## src/rtl/pim_cmp_pkg.sv

```systemverilog
// Shared types for the bit-serial signed comparator: FSM state encoding and default operand width.
package pim_cmp_pkg;
  localparam int DEFAULT_WIDTH = 16;

  typedef enum logic [1:0] {
    IDLE = 2'd0,
    BUSY = 2'd1,
    DONE = 2'd2
  } state_t;
endpackage

```

## src/rtl/gt_int_serial_if.sv

```systemverilog
// Operand/result handshake bundle for gt_int_serial; EQ exists only when GT_SERIAL_EQ_EN is defined.
// Handshake: a transfer happens on a rising clk edge where valid and ready are both 1; valid,
// once raised, holds its payload stable until that edge; ready may change freely.
interface gt_int_serial_if
  import pim_cmp_pkg::*;
#(
  parameter int WIDTH = DEFAULT_WIDTH
);
  logic             in_valid;
  logic             in_ready;
  logic [WIDTH-1:0] A;
  logic [WIDTH-1:0] B;
  logic             out_valid;
  logic             out_ready;
  logic             Y;
`ifdef GT_SERIAL_EQ_EN
  logic             EQ;
`endif

  modport master (
    output in_valid, A, B, out_ready,
    input  in_ready, out_valid, Y
`ifdef GT_SERIAL_EQ_EN
    , input EQ
`endif
  );

  modport slave (
    input  in_valid, A, B, out_ready,
    output in_ready, out_valid, Y
`ifdef GT_SERIAL_EQ_EN
    , output EQ
`endif
  );
endinterface

```

## src/rtl/subtractor_1bit_cmp.sv

```systemverilog
// One bit of the B - A borrow chain: computes the borrow out of b_i - a_i - borrow_in.
module subtractor_1bit_cmp (
  input  logic b_i,
  input  logic a_i,
  input  logic borrow_in,
  output logic borrow_out
);
  assign borrow_out = (~b_i & a_i) | (~(b_i ^ a_i) & borrow_in);
endmodule

```

## src/rtl/gt_int_serial.sv

```systemverilog
// Bit-serial signed A > B comparator: evaluates B - A LSB-first, one bit per clock, WIDTH cycles per op.
// Optional EQ output and its difference-seen flag are built when GT_SERIAL_EQ_EN is defined.
module gt_int_serial
  import pim_cmp_pkg::*;
#(
  parameter int WIDTH = DEFAULT_WIDTH
) (
  input  logic          clk,
  input  logic          rst_n,
  gt_int_serial_if.slave bus,
  output state_t        dbg_state
);
  localparam int CW = $clog2(WIDTH);
  localparam logic [CW-1:0] LAST = CW'(WIDTH - 1);

  state_t           state, state_n;
  logic [WIDTH-1:0] a_sr, b_sr;
  logic [CW-1:0]    cnt;
  logic             borrow, borrow_nxt;
  logic             y_r;
  logic             in_ready_c, out_valid_c;
`ifdef GT_SERIAL_EQ_EN
  logic             diff_seen;
`endif

  subtractor_1bit_cmp u_sub (
    .b_i       (b_sr[0]),
    .a_i       (a_sr[0]),
    .borrow_in (borrow),
    .borrow_out(borrow_nxt)
  );

  always_ff @(posedge clk or negedge rst_n) begin
    if (!rst_n) state <= IDLE;
    else        state <= state_n;
  end

  always_comb begin
    state_n     = state;
    in_ready_c  = 1'b0;
    out_valid_c = 1'b0;
    case (state)
      IDLE: begin
        in_ready_c = 1'b1;
        if (bus.in_valid) state_n = BUSY;
      end
      BUSY: if (cnt == LAST) state_n = DONE;
      DONE: begin
        out_valid_c = 1'b1;
        if (bus.out_ready) state_n = IDLE;
      end
      default: state_n = IDLE;
    endcase
  end

  // Operands shift right so bit i always sits at position 0 on step i.
  always_ff @(posedge clk or negedge rst_n) begin
    if (!rst_n) begin
      a_sr   <= '0;
      b_sr   <= '0;
      cnt    <= '0;
      borrow <= 1'b0;
      y_r    <= 1'b0;
    end else begin
      case (state)
        IDLE: if (bus.in_valid) begin
          a_sr   <= bus.A;
          b_sr   <= bus.B;
          cnt    <= '0;
          borrow <= 1'b0;
          y_r    <= 1'b0;
        end
        BUSY: begin
          a_sr   <= a_sr >> 1;
          b_sr   <= b_sr >> 1;
          borrow <= borrow_nxt;
          if (cnt == LAST) begin
            // Differing sign bits decide directly; equal signs fall back to the unsigned borrow.
            y_r <= (a_sr[0] != b_sr[0]) ? b_sr[0] : borrow_nxt;
          end else begin
            cnt <= cnt + 1'b1;
          end
        end
        default: ;
      endcase
    end
  end

`ifdef GT_SERIAL_EQ_EN
  always_ff @(posedge clk or negedge rst_n) begin
    if (!rst_n)                           diff_seen <= 1'b0;
    else if (state == IDLE && bus.in_valid) diff_seen <= 1'b0;
    else if (state == BUSY)               diff_seen <= diff_seen | (a_sr[0] ^ b_sr[0]);
  end

  assign bus.EQ = (state == DONE) & ~diff_seen;
`endif

  assign bus.in_ready  = in_ready_c;
  assign bus.out_valid = out_valid_c;
  assign bus.Y         = y_r;
  assign dbg_state     = state;
endmodule

```

## src/flat_wrapper.sv

```systemverilog
// flat-port wrapper written by rule: the top's interface ports become plain ports
module gt_int_serial_flat import pim_cmp_pkg::*;
#(
  parameter int WIDTH = DEFAULT_WIDTH
)
  (clk, rst_n, dbg_state, bus_in_valid, bus_A, bus_B, bus_out_ready, bus_in_ready, bus_out_valid, bus_Y);
  gt_int_serial_if #(.WIDTH(WIDTH)) bus_i ();
  input  logic clk;
  input  logic rst_n;
  output state_t dbg_state;
  input wire logic [$bits(bus_i.in_valid)-1:0] bus_in_valid;
  input wire logic [$bits(bus_i.A)-1:0] bus_A;
  input wire logic [$bits(bus_i.B)-1:0] bus_B;
  input wire logic [$bits(bus_i.out_ready)-1:0] bus_out_ready;
  output wire logic [$bits(bus_i.in_ready)-1:0] bus_in_ready;
  output wire logic [$bits(bus_i.out_valid)-1:0] bus_out_valid;
  output wire logic [$bits(bus_i.Y)-1:0] bus_Y;
  assign bus_i.in_valid = bus_in_valid;
  assign bus_i.A = bus_A;
  assign bus_i.B = bus_B;
  assign bus_i.out_ready = bus_out_ready;
  assign bus_in_ready = bus_i.in_ready;
  assign bus_out_valid = bus_i.out_valid;
  assign bus_Y = bus_i.Y;
  gt_int_serial #(.WIDTH(WIDTH)) u_core (.clk(clk), .rst_n(rst_n), .bus(bus_i), .dbg_state(dbg_state));
endmodule
```

## config.mk

```make
export PLATFORM = sky130hd
export DESIGN_NAME = gt_int_serial_flat
export DESIGN_NICKNAME = d
export VERILOG_FILES = /design/src/rtl/pim_cmp_pkg.sv /design/src/rtl/gt_int_serial_if.sv /design/src/rtl/subtractor_1bit_cmp.sv /design/src/rtl/gt_int_serial.sv /design/src/flat_wrapper.sv
export SDC_FILE = /design/constraint.sdc
export NUM_CORES = 1
export LEC_CHECK = 0
export CAP_MARGIN = 20
export CORE_MARGIN = 4
export CORE_UTILIZATION = 47
export CTS_BUF_LIST = sky130_fd_sc_hd__clkbuf_8
export DETAILED_ROUTE_END_ITERATION = 8
export GPL_ROUTABILITY_DRIVEN = 0
export PLACE_DENSITY_LB_ADDON = 0.05
export SETUP_SLACK_MARGIN = 0.1
export SLEW_MARGIN = 10
export SYNTH_ARGS = -nofsm -noshare
export SYNTH_HDL_FRONTEND = slang
export SYNTH_HIERARCHICAL = 1
export SYNTH_SLANG_ARGS = --single-unit
export TNS_END_PERCENT = 5
```

## constraint.sdc

```tcl
create_clock -name clk -period 1.6 [get_ports clk]
set_clock_uncertainty 0.1 [all_clocks]
set_input_delay 0.24 -clock clk [delete_from_list [all_inputs] [get_ports clk]]
set_output_delay 0.24 -clock clk [all_outputs]
set_load 0.005 [all_outputs]
```

==> metrics.md <==
| Metric | Value |
|---|---|
| Core ar. | 0.00377 mm² |
| Fin nets | 271 |
| Antenna violations before repair | 0 |
| Cells after Synth | 178 |
| Post-synthesis cell type count | 29 |
| DRC errors left | 0 |
| Syn Area/Cell | 10.6 µm² |
| Worst-margin pin slew | 0.473 ns |
| Rel. slew slack | 0.684 |
| DR iter-0 viols | 115 |
| Clock Latency Late Sink | 0.29 ns |
| Initial DRT Pass Iterations | 4 |
| Synth Cell Area | 0.00189 mm² |
| CP required | 1.69 ns |
| Filler cells | 273 |
| Antenna-violating nets left | 0 |
| Top Ports | 41 |
| Fin. max-slew vios | 0 |
| Ratio of final minimum period to clock period | 0.990 |
| Total GRT Usage | 0.167 |
| Vias/cell | 5.21 |
| Layout cells sized above 1 | 0.179 |
| #FFs+latches synth | 40 |
| Met3 Usage GRT | 0.0449 |
| Dpl hpwl | 2920 µm |
| TritonCTS buffer count | 5 |
| Maximum root-to-sink buffer count | 2 |
| Fin. Hold Viols | 0 |
| Total Wirelength | 4060 µm |
| Die ar. | 0.00511 mm² |
| Synth top area share | 0.529 |
| Global route hottest layer | met2 |
| Most common cell in the netlist | dfrtp_1 |
| Largest net degree at the start of global routing | 23 |
| Non-filler instance count after layout | 282 |
| Port bufs | 40 |
| Max IR drop VDD | 0.804 mV |
| Routed via count | 1,470 |
| Inst Count DP | 265 |
| Clock sinks | 40 |
| Final min period | 1.58 ns |
| Leak pwr | 0.00127 µW |
| Die H | 71.5 µm |
| Critical Path Slowest Stage Cell | dfrtp_1 |
| CTS root buffer | clkbuf_8 |
| Warnings from Yosys | 6 |
| Gr ovfl total | 0 |
| RSZ-0062 raised after global routing | yes |
| Grt met1 use | 0.202 |
| Vias in the first global route | 1,544 |
| Status | completed |
| # rows | 22 |
| CP Max Fanout | 3 |
| Initial Util | 0.502 |
| Synth area leader | dfrtp_1 |
| Seq/Total Area, Yosys | 0.529 |
| Synth cell count leaders | dfrtp_1, nand2_1, mux2i_1, o21ai_1 |
| Reg area | 0.00100 mm² |
| Clock H-tree levels | 2 |
| Crit path cell chain | ha_1 -> a21o_1 -> maj3_2 -> a22o_1 |
| First-pass GRT wire length | 6760 µm |
| Post-synthesis net count | 216 |
| # setup viols final | 0 |
| Synth top area cells | dfrtp_1, mux2i_1, o21ai_1 |
| Die X | 71.5 µm |
| Max Clock Freq | 0.631 GHz |
| Worst path arrival time | 1.67 ns |
| Area of the multi-input gates | 860 µm² |
| N_diodes | 0 |
| Crit start category | flop |
| Crit path kind | flop to flop |
| Clock slew at reported path FFs | 0.08 ns |
| Max-cap violation count | 0 |
| Post-synth EDFFs | 0 |
| Met2 Use GR | 0.286 |
| Crit. End Element | flop |
| Main flop type after synthesis | dfrtp_1 |
| Pwr Density | 1720 mW/mm² |
| Max incr delay on CP | 0.41 ns |
| FFs w/ async S/R, synth | 1.00 |
| CTS tree | built |
| Setup TNS after final layout | 0 ns |
| P&R area growth vs syn | 39.6% |
| Hold WC Path Type | input port to async pin |
| Wire per inst | 14.4 µm |
| Final core utilization | 0.701 |
==> per-layer routing <==
metal | part of all wire | routed length [µm]
met1 | 0.42 | 1710
met4 | 0.014 | 55
met2 | 0.51 | 2080
met5 | 0 | 0
met3 | 0.052 | 212
==> kinds of logic (layout without fill, tap and decap cells) <==
family	after synthesis	after routing	synth area share
and+or+nand+nor	45	45	0.104
adders and majority gates	3	3	0.0185
buffers and inverters	15	71	0.0502
DFF	40	40	0.529
muxes	30	30	0.159
AOI/OAI and AO/OA	44	44	0.135
xor gates and xnor gates	1	1	0.00463
==> flip-flops by register name (all words and copies together), names as in the netlist <==
name	flops
u_core/a_sr	16
u_core/borrow	1
u_core/dbg_state	2
u_core/bus.Y	1
u_core/cnt	4
u_core/b_sr	16
==> power by group <==
part	internal [µW]	leakage [µW]	switching [µW]
Combinational	1150	0.000720	932
Clock	344	0.0000510	343
Sequential	1480	0.000496	302
Total	2970	0.00127	1580
==> cell type report <==
| class | instances | share of cell area |
|---|---|---|
| Clock buffer | 6 | 0.0313 |
| Clock inverter | 2 | 0.00379 |
| Inverter | 5 | 0.00710 |
| Multi-Input combinational cell | 123 | 0.325 |
| Sequential cell | 40 | 0.379 |
| Tap cell | 48 | 0.0227 |
| Timing Repair Buffer | 58 | 0.231 |
==> worst paths after layout <==
check / depth (start not counted) / to / startpoint / slack [ns]
hold reg to reg: 2 / u_core/a_sr[1] / u_core/a_sr[1] / 0.38
setup reg to reg: 4 / u_core/bus.Y / u_core/a_sr[0] / 0.02
hold / removal: 2 / u_core/dbg_state[1] / rst_n / 0.33
setup / recovery: 4 / u_core/bus.Y / u_core/a_sr[0] / 0.02
min in group clk: 2 / u_core/a_sr[1] / u_core/a_sr[1] / 0.38
max in group asynchronous: 3 / u_core/a_sr[3] / rst_n / 0.59
==> worst max-delay path, delay by kind of cell (launching register included) <==
family,cells,cell delay (ns)
fa+ha+maj,2,0.61
flops,1,0.41
compound gates,2,0.38
==> layout by cell type (no fill, tap or decap), types with 2 or more instances in the layout <==
master | Yosys | layout
o21ai_1 | 28 | 30
a21o_1 | 3 | 3
buf_6 | 1 | 2
o211ai_1 | 2 | 2
mux2i_2 | 0 | 6
nand2_1 | 31 | 31
clkdlybuf4s50_1 | 0 | 34
inv_1 | 5 | 5
dlygate4sd2_1 | 0 | 3
dfrtp_1 | 40 | 39
buf_4 | 1 | 9
a22o_1 | 4 | 4
ha_1 | 2 | 2
clkinv_2 | 0 | 2
mux2i_1 | 30 | 23
clkbuf_8 | 0 | 6
buf_12 | 0 | 4
nand3_1 | 4 | 4
o21ai_0 | 5 | 2
==> through the flow <==
step / total power (µW) / setup WS (ns) / hold slack [ns] / cell area [µm²]
2_1_floorplan: 3020 / 0.0639 / -0.156 / 1890
3_3_place_gp: 3470 / -0.0177 / 0.110 / 2400
3_5_place_dp: 3600 / -0.0905 / 0.123 / 2400
4_1_cts: 4360 / -0.0684 / 0.334 / 2540
5_1_grt: 4920 / -0.0440 / 0.370 / 2640
6_report: 4550 / 0.0162 / 0.327 / 2640
==> repair_timing <==
action                                 in CTS  in global routing
setup endpoints to repair                  29                 35
cloned                                      0                  1
hold buffers                                1                  0
resized for setup                          14                 15
pin swaps                                   2                 18
buffers inserted                            3                  4
endpoints found under the hold margin      18                  0
No activity file was read; power rests on OpenSTA's default activity.
